<file path="config.mk">
export PLATFORM = sky130hd
export DESIGN_NAME = magnitude_para_c2_serial_flat
export DESIGN_NICKNAME = d
export VERILOG_FILES = /design/src/rtl/magnitude_para_c2_serial_pkg.sv /design/src/rtl/magnitude_para_c2_serial_if.sv /design/src/rtl/magnitude_para_c2_serial_somador1bit.sv /design/src/rtl/magnitude_para_c2_serial.sv /design/src/flat_wrapper.sv
export SDC_FILE = /design/constraint.sdc
export NUM_CORES = 1
export LEC_CHECK = 0
export ABC_AREA = 1
export CAP_MARGIN = 15
export CORE_MARGIN = 2
export CORE_UTILIZATION = 50
export CTS_CLUSTER_DIAMETER = 120
export DETAILED_ROUTE_END_ITERATION = 8
export PLACE_DENSITY = 0.74
export SETUP_SLACK_MARGIN = 0.3
export SLEW_MARGIN = 20
export SYNTH_ARGS = -nofsm -noshare
export SYNTH_HDL_FRONTEND = slang
export SYNTH_SLANG_ARGS = --single-unit
</file>
<file path="constraint.sdc">
create_clock -name clk -period 2.6 [get_ports clk]
set_input_delay 0.52 -clock clk [delete_from_list [all_inputs] [get_ports clk]]
set_output_delay 0.52 -clock clk [all_outputs]
set_load 0.05 [all_outputs]
</file>
<file path="src/rtl/magnitude_para_c2_serial_pkg.sv">
// rtl/magnitude_para_c2_serial_pkg.sv - shared constants for the serial sign-magnitude to two's-complement converter
// Contents: FSM state encoding and the default data width.
package magnitude_para_c2_serial_pkg;

  localparam int DEFAULT_WIDTH = 6;

  typedef enum logic [1:0] {
    IDLE = 2'd0,
    CONV = 2'd1,
    DONE = 2'd2
  } state_t;

endpackage

</file>
<file path="src/rtl/magnitude_para_c2_serial_if.sv">
// rtl/magnitude_para_c2_serial_if.sv - start/ready/valid bus of the serial converter
// Signals:
//   start    request a conversion (requester -> converter)
//   mag      unsigned magnitude, WIDTH bits (requester -> converter)
//   SINAL    sign, 1 = negative (requester -> converter)
//   ready    converter can accept start (converter -> requester)
//   valid    one-cycle pulse, out/overflow are new (converter -> requester)
//   out      two's-complement result, WIDTH bits (converter -> requester)
//   overflow result not representable in WIDTH bits (converter -> requester)
interface magnitude_para_c2_serial_if
  import magnitude_para_c2_serial_pkg::*;
#(
  parameter int WIDTH = DEFAULT_WIDTH
);

  logic             start;
  logic [WIDTH-1:0] mag;
  logic             SINAL;
  logic             ready;
  logic             valid;
  logic [WIDTH-1:0] out;
  logic             overflow;

  modport master (
    output start, mag, SINAL,
    input  ready, valid, out, overflow
  );

  modport slave (
    input  start, mag, SINAL,
    output ready, valid, out, overflow
  );

endinterface

</file>
<file path="src/rtl/magnitude_para_c2_serial_somador1bit.sv">
// rtl/magnitude_para_c2_serial_somador1bit.sv - 1-bit full adder
// Ports:
//   a, b  operand bits
//   cin   carry in
//   s     sum
//   cout  carry out
module somador1bit (
  input  logic a,
  input  logic b,
  input  logic cin,
  output logic s,
  output logic cout
);

  assign s    = a ^ b ^ cin;
  assign cout = (a & b) | (a & cin) | (b & cin);

endmodule

</file>
<file path="src/rtl/magnitude_para_c2_serial.sv">
// rtl/magnitude_para_c2_serial.sv - bit-serial sign-magnitude to two's-complement converter
// Ports:
//   clk    rising-edge clock
//   rst_n  asynchronous active-low reset
//   bus    slave side of magnitude_para_c2_serial_if (start/mag/SINAL in,
//          ready/valid/out/overflow out)
// One full-adder step per clock in CONV, result registered on leaving DONE,
// valid pulses the cycle after that with ready still held low.
module magnitude_para_c2_serial
  import magnitude_para_c2_serial_pkg::*;
#(
  parameter int WIDTH = DEFAULT_WIDTH
) (
  input  logic                        clk,
  input  logic                        rst_n,
  magnitude_para_c2_serial_if.slave   bus
);

  localparam int IW = $clog2(WIDTH);

  state_t           state, state_nxt;
  logic [WIDTH-1:0] mag_l;
  logic             sinal_l;
  logic             carry;
  logic [IW-1:0]    idx;
  logic [WIDTH-1:0] shreg;
  logic [WIDTH-1:0] out_r;
  logic             ovf_r;
  logic             valid_r;

  logic ready_c;
  logic a_bit;
  logic sum_bit;
  logic carry_nxt;
  logic last_bit;
  logic ovf_c;

  // Ones' complement of the current bit when negative; the +1 enters as the
  // initial carry, so -mag = ~mag + 1 is formed one bit at a time.
  assign a_bit    = mag_l[idx] ^ sinal_l;
  assign last_bit = (idx == IW'(WIDTH - 1));

  somador1bit u_fa (
    .a    (1'b0),
    .b    (a_bit),
    .cin  (carry),
    .s    (sum_bit),
    .cout (carry_nxt)
  );

  // Positive values need the MSB clear; negative values may reach -2^(WIDTH-1).
  assign ovf_c = sinal_l ? (mag_l > {1'b1, {(WIDTH-1){1'b0}}}) : mag_l[WIDTH-1];

  // valid_r is high in the first IDLE cycle; keeping ready low there stops a
  // new start from being taken alongside the result pulse.
  assign ready_c      = (state == IDLE) && !valid_r;
  assign bus.ready    = ready_c;
  assign bus.valid    = valid_r;
  assign bus.out      = out_r;
  assign bus.overflow = ovf_r;

  always_ff @(posedge clk or negedge rst_n) begin
    if (!rst_n) state <= IDLE;
    else        state <= state_nxt;
  end

  always_comb begin
    state_nxt = state;
    case (state)
      IDLE:    if (bus.start && ready_c) state_nxt = CONV;
      CONV:    if (last_bit)             state_nxt = DONE;
      DONE:                              state_nxt = IDLE;
      default:                           state_nxt = IDLE;
    endcase
  end

  always_ff @(posedge clk or negedge rst_n) begin
    if (!rst_n) begin
      mag_l   <= '0;
      sinal_l <= 1'b0;
      carry   <= 1'b0;
      idx     <= '0;
      shreg   <= '0;
      out_r   <= '0;
      ovf_r   <= 1'b0;
      valid_r <= 1'b0;
    end else begin
      valid_r <= 1'b0;
      case (state)
        IDLE: begin
          if (bus.start && ready_c) begin
            mag_l   <= bus.mag;
            sinal_l <= bus.SINAL;
            carry   <= bus.SINAL;
            idx     <= '0;
            shreg   <= '0;
          end
        end
        CONV: begin
          // LSB-first fill: after WIDTH shifts bit 0 has reached position 0.
          shreg <= {sum_bit, shreg[WIDTH-1:1]};
          carry <= carry_nxt;
          idx   <= last_bit ? '0 : idx + 1'b1;
        end
        DONE: begin
          out_r   <= shreg;
          ovf_r   <= ovf_c;
          valid_r <= 1'b1;
        end
        default: ;
      endcase
    end
  end

endmodule

</file>
<file path="src/flat_wrapper.sv">
// flat-port wrapper written by rule: the top's interface ports become plain ports
module magnitude_para_c2_serial_flat import magnitude_para_c2_serial_pkg::*;
#(
  parameter int WIDTH = DEFAULT_WIDTH
)
  (clk, rst_n, bus_start, bus_mag, bus_SINAL, bus_ready, bus_valid, bus_out, bus_overflow);
  magnitude_para_c2_serial_if #(.WIDTH(WIDTH)) bus_i ();
  input  logic clk;
  input  logic rst_n;
  input wire logic [$bits(bus_i.start)-1:0] bus_start;
  input wire logic [$bits(bus_i.mag)-1:0] bus_mag;
  input wire logic [$bits(bus_i.SINAL)-1:0] bus_SINAL;
  output wire logic [$bits(bus_i.ready)-1:0] bus_ready;
  output wire logic [$bits(bus_i.valid)-1:0] bus_valid;
  output wire logic [$bits(bus_i.out)-1:0] bus_out;
  output wire logic [$bits(bus_i.overflow)-1:0] bus_overflow;
  assign bus_i.start = bus_start;
  assign bus_i.mag = bus_mag;
  assign bus_i.SINAL = bus_SINAL;
  assign bus_ready = bus_i.ready;
  assign bus_valid = bus_i.valid;
  assign bus_out = bus_i.out;
  assign bus_overflow = bus_i.overflow;
  magnitude_para_c2_serial #(.WIDTH(WIDTH)) u_core (.clk(clk), .rst_n(rst_n), .bus(bus_i));
endmodule
</file>
==> flow_summary_export.csv, run 1 <==
group,metric,value,unit
clock_tree,cts-root-buf,"clkbuf_4",
clock_tree,clock_sinks,27,
timing,final-max-slew-violation-count,0,
timing,hold_viol,0,
floorplanning,die_area,2720,sq um
place,place_congestion,0.810,
worst_setup_path,arrival,1530,ps
timing,rsz0062_at_grt,"false",
place,port_buffers,18,
worst_setup_path,setup.worst_path.class,"reg2out",
layout,fin_cells,173,
clock_tree,post_cts_resized,1,
floorplanning,ios,19,
floorplanning,core_region_area,2190,sq um
detailed_routing,viasPerCell,4.91,
detailed_routing,dr.pass1.iters,4,
layout,drive_above_1_share,0.124,
detailed_routing,drc,0,
floorplanning,die_w,52.1,um
grt,grt_usage,0.169,
timing,fin_skew,4.37,ps
place,dpl.cell_count,169,
grt,grt_pass1_vias,795,
layout,final_cell_mix,"nand2_1 (32), dfrtp_1 (27), clkdlybuf4s50_1 (17)",
synthesis,synth_nets,135,
grt,grt_max_degree,28,
timing,fin_crit_sh,0.789,
clock_tree,cts_buffers,3,
grt,grt_pass1_wl,3.38,mm
timing,max_freq,0.488,GHz
layout,diodes,0,
synthesis,synth_cell_types,20,
layout,syn_to_final_growth,19.8,%
power_and_ir_drop,design_power_total,1.75,mW
floorplanning,rows,17,
timing,finalSetupViolCount,0,
detailed_routing,vias,850,
worst_setup_path,critical_path.max_stage_delay,550,ps
power_and_ir_drop,power_density,1260,nW/um^2
worst_setup_path,end_kind,"output pin",
synthesis,ys_warn_count,0,
detailed_routing,first_iter_violations,21,
timing,hold_slack,501,ps
clock_tree,cts_max_level,1,
synthesis,yosysSeqAreaShare,0.583,
flow_run,cap_violations,0,
worst_setup_path,cp-start-kind,"flop",
power_and_ir_drop,ir_worst_vdd,0.785,mV
synthesis,synth_seq_cells,27,
synthesis,syn_avg_cell_area,9.34,sq um
power_and_ir_drop,p_leak,0.672,nW
place,hpwl,1.44,mm
synthesis,syn_inst,124,
grt,gr-total-overflow,0,
clock_tree,tritoncts,"yes",
clock_tree,clkTransAtPathRegs,140,ps
worst_setup_path,cp_cell_sequence,"nor3_1 > dlygate4sd2_1",
detailed_routing,wire_per_inst,11.2,um
timing,setup_tns,0,ps
detailed_routing,drt-total-wl,1.95,mm
floorplanning,start_util,0.529,
layout,final_util,0.633,
layout,layout.nets,157,
timing,worst_slew_pin_slew,493,ps
worst_setup_path,path_buf_inv,1,
grt,antenna_found_initial,0,
clock_tree,clockBufferDepth,2,
floorplanning,die_h,52.1,um
timing,period_needed,2050,ps
worst_setup_path,crit_required,2080,ps
synthesis,syn_area,1160,sq um
timing,slew_headroom,0.670,
layout,final_common_cell,"nand2_1",
worst_hold_path,hp-class,"reg2reg",
clock_tree,post_cts_buffers,0,
worst_setup_path,path_max_fanout,4,
detailed_routing,postRouteAntennaNets,0,
clock_tree,clkLatencyLatePin,320,ps
status,status,"completed",
worst_setup_path,slowest_stage,"dlygate4sd2_1",
clock_tree,holdBufCountCts,0,
worst_setup_path,crit_family,"buffers and inverters",
[cell type report]
type | instances | area (sq um)
inverters | 19 | 71.3
well taps | 28 | 35.0
repair buffers | 19 | 186
clock inverters | 1 | 7.51
multi-input cells | 76 | 389
fillers | 182 | 803
clock buffers | 3 | 22.5
flip-flops and latches | 27 | 676
[power breakdown]
part           internal [mW]  switching (mW)
clock                 0.0587           0.118
combinational          0.300           0.576
sequential             0.591           0.102
total                  0.950           0.795
[tightest hold or removal path, delay by kind of cell (launching register included)]
family           cells  cell delay [ps]
flip-flops           1              370
AO/OA/AOI/OAI        1               60
AND/OR/NAND/NOR      1               50
[through the flow]
| step | worst slack, ps | area [sq um] |
|---|---|---|
| detailed placement | 620 | 1360 |
| floorplan | 402 | 1160 |
| global placement | 674 | 1360 |
| global route | 446 | 1390 |
| CTS | 535 | 1390 |
| finish | 549 | 1390 |
[routing by layer]
layer / GRT usage / up-vias / routed length (um)
li1: - / 443 / -
met1: 0.243 / 394 / 946
met2: 0.262 / 11 / 929
met3: 0.0259 / 2 / 53
met4: 0.0641 / 0 / 17
met5: 0 / - / 0
[cell families (layout without fill, tap and decap cells)]
logic type                 after synthesis  count (layout)  synth area share
adders and majority gates                1               1            0.0108
AOI/OAI and AO/OA                       25              25             0.124
DFF                                     27              27             0.583
xor gates and xnor gates                 1               1           0.00756
and+or+nand+nor                         49              49             0.193
buffers and inverters                   21              42            0.0810
[synth_stat cells]
| cell type | count | area share |
|---|---|---|
| inv_2 | 5 | 0.016 |
| nor2_2 | 2 | 0.011 |
| o22ai_1 | 5 | 0.027 |
| o21ai_1 | 13 | 0.056 |
| o21ai_2 | 3 | 0.023 |
| nand2_1 | 32 | 0.10 |
| dfrtp_1 | 27 | 0.58 |
| nand3b_4 | 1 | 0.017 |
| a31oi_1 | 1 | 0.0054 |
| ha_1 | 1 | 0.011 |
| nand4_1 | 1 | 0.0054 |
| nor3_1 | 2 | 0.0086 |
| a21oi_1 | 2 | 0.0086 |
| xor2_1 | 1 | 0.0076 |
| inv_1 | 14 | 0.045 |
| o21ai_0 | 1 | 0.0043 |
| nand2_2 | 2 | 0.011 |
| nor2_1 | 2 | 0.0065 |
| nand3_1 | 7 | 0.030 |
| buf_6 | 2 | 0.019 |
[worst paths after layout]
check	startpoint	to	slack [ps]	cells past startpoint
worst min register to register	u_core.bus.out[1]	u_core.bus.out[1]	500	2
max in group asynchronous	rst_n	u_core.state[1]	1810	2
worst min-delay path	u_core.bus.out[1]	u_core.bus.out[1]	500	2
min in group asynchronous	rst_n	u_core.idx[2]	550	2
worst max-delay path	u_core.state[0]	bus_ready	550	2
worst max register to register	u_core.idx[0]	u_core.shreg[5]	1080	11
[state kept, by name (all words and copies together), names as in the netlist]
signal               count
u_core.bus.out           6
u_core.mag_l             6
u_core.shreg             6
u_core.idx               3
u_core.state             2
u_core.bus.overflow      1
u_core.bus.valid         1
u_core.carry             1
u_core.sinal_l           1
Power figures use the tool's default switching activity.
==> run 2: changes to the inputs <==
==> constraint.sdc (replaced) <==
create_clock -name clk -period 2.1 [get_ports clk]
set_input_delay 0.42 -clock clk [delete_from_list [all_inputs] [get_ports clk]]
set_output_delay 0.42 -clock clk [all_outputs]
set_load 0.05 [all_outputs]
==> run 2 against run 1 <==
  * Die area unchanged
  * Core utilization decreased by 0.29 points
  * First-iteration DRC count decreased by 24%
  * Global-route usage increased by 1.6 points
  * Sequential power increased by 24%
  * Critical path type unchanged
==> flow_summary_export.csv, run 2 (synthesis results as in run 1) <==
group,metric,value,unit
clock_tree,clockBufferDepth,2,
timing,hold_viol,0,
layout,fill_cells,195,
worst_setup_path,crit_family,"buffers and inverters",
place,port_buffers,18,
detailed_routing,postRouteAntennaNets,0,
floorplanning,start_util,0.529,
timing,worst_slew_pin_slew,487,ps
timing,setup_tns,0,ps
clock_tree,cts_buffers,3,
grt,grt_pass1_vias,805,
clock_tree,clkLatencyLatePin,320,ps
clock_tree,cts_max_level,1,
layout,diodes,0,
place,dp_slack,505,ps
timing,finalSetupViolCount,0,
power_and_ir_drop,power_density,1550,nW/um^2
layout,final_common_cell,"nand2_1",
detailed_routing,wire_per_inst,11.7,um
grt,grtUsageMet2,0.289,
grt,grt_pass1_wl,3.59,mm
floorplanning,die_area,2720,sq um
detailed_routing,viasPerCell,4.97,
status,status,"completed",
power_and_ir_drop,p_leak,0.699,nW
grt,grt_usage,0.185,
worst_setup_path,path_buf_inv,1,
detailed_routing,dr.pass1.iters,4,
grt,grt_util_met3,0.0345,
place,place_congestion,0.829,
worst_setup_path,reg2reg_slack,520,ps
clock_tree,clock_sinks,27,
timing,rsz0062_at_grt,"false",
timing,fin_crit_sh,0.797,
clock_tree,post_cts_buffers,0,
timing,max_freq,0.597,GHz
worst_setup_path,rr_worst_depth,11,
detailed_routing,drc,0,
floorplanning,rows,17,
clock_tree,clkTransAtPathRegs,140,ps
layout,final_cell_mix,"nand2_1 (32), dfrtp_1 (27), inv_1 (14)",
floorplanning,die_w,52.1,um
worst_setup_path,critical_path.max_stage_delay,540,ps
worst_setup_path,cp_cell_sequence,"dlygate4sd2_1",
timing,final-max-slew-violation-count,0,
detailed_routing,vias,860,
detailed_routing,first_iter_violations,16,
grt,gr-total-overflow,0,
detailed_routing,drt-total-wl,2.02,mm
clock_tree,tritoncts,"yes",
worst_setup_path,setup.worst_path.class,"reg2out",
flow_run,cap_violations,0,
layout,fin_cells,173,
layout,layout.nets,157,
timing,setup_slack,426,ps
clock_tree,holdBufCountCts,0,
worst_setup_path,cp-start-kind,"flop",
grt,antenna_found_initial,0,
grt,grt_max_degree,28,
worst_setup_path,r2r-end,"u_core.shreg[5]",
place,dpl.cell_count,169,
worst_setup_path,arrival,1250,ps
worst_setup_path,path_max_fanout,3,
timing,slew_headroom,0.676,
floorplanning,core_region_area,2190,sq um
worst_hold_path,hp-class,"in2async",
worst_setup_path,r2r_start,"u_core.idx[0]",
layout,syn_to_final_growth,19.2,%
grt,global_route.usage.met1,0.249,
timing,fin_skew,1.86,ps
worst_setup_path,slowest_stage,"dlygate4sd2_1",
floorplanning,ios,19,
worst_setup_path,crit_required,1680,ps
layout,multi_input_area,394,sq um
place,hpwl,1.49,mm
clock_tree,cts-root-buf,"clkbuf_4",
power_and_ir_drop,ir_worst_vdd,0.832,mV
timing,hold_slack,446,ps
worst_setup_path,end_kind,"output pin",
grt,grt-busiest-layer,"met2",
timing,period_needed,1670,ps
layout,seqCellArea,676,sq um
floorplanning,die_h,52.1,um
layout,drive_above_1_share,0.138,
[run 2: cell types whose count changed in the layout (fill, tap and decap cells not counted)]
cell / previous run / this run
clkdlybuf4s50_1: 17 / 9
nor3_2: 0 / 1
dlygate4sd2_1: 1 / 8
buf_4: 1 / 2
nor3_1: 2 / 1
[run 2: power by group]
group,switching (mW),leakage [nW],internal (mW)
logic,0.728,0.342,0.340
clock network,0.148,0.0139,0.0727
registers,0.127,0.344,0.732
total,1.00,0.699,1.14
[run 2: worst reg2reg max path, stage by stage, from the launching register on]
cell and delay (ps):
dfrtp_1 470, inv_2 140, nand2_1 60, nand3_1 80, nand2_1 60, nand2_1 80
nand2_1 60, nand2_1 80, nand2_1 70, ha_1 270, nand2_1 60, o21ai_1 60
[run 2: timing repair]
action / 4_1_cts / 5_1_grt
endpoints found under the hold margin: 0 / 0
gates resized for setup: 8 / 0
endpoints found under the setup margin: 8 / 0
[run 2: metrics by stage]
| step | power (mW) | area, sq um | util |
|---|---|---|---|
| after CTS | 2.17 | 1380 | 0.630 |
| final | 2.15 | 1380 | 0.630 |
| after global placement | 1.93 | 1360 | 0.621 |
| after detailed placement | 1.98 | 1360 | 0.621 |
| after global routing | 2.33 | 1380 | 0.630 |
| after floorplan | 1.68 | 1160 | - |
[run 2: how the worst max path moves through the flow]
stage / startpoint / to / slack (ps) / depth (start not counted)
after floorplan: u_core.bus.valid / bus_ready / 440 / 1
after global placement: u_core.bus.valid / bus_valid / 520 / 1
after detailed placement: u_core.bus.valid / bus_valid / 510 / 1
after CTS: u_core.bus.valid / bus_valid / 410 / 1
after global routing: u_core.bus.valid / bus_valid / 380 / 1
final: u_core.bus.valid / bus_valid / 430 / 1
[run 2: final cells by class]
| cell class | instances | share of cell area |
|---|---|---|
| timing repair buffer | 19 | 0.127 |
| inverter | 19 | 0.0516 |
| clock inverter | 1 | 0.00543 |
| clock buffer | 3 | 0.0163 |
| multi-input combinational | 76 | 0.285 |
| tap | 28 | 0.0254 |
| sequential | 27 | 0.489 |
[run 2: per-layer routing]
metal / vias up / share of wire
li1: 442 / -
met5: - / 0
met2: 15 / 0.50
met4: 0 / 0.012
met1: 401 / 0.46
met3: 2 / 0.036
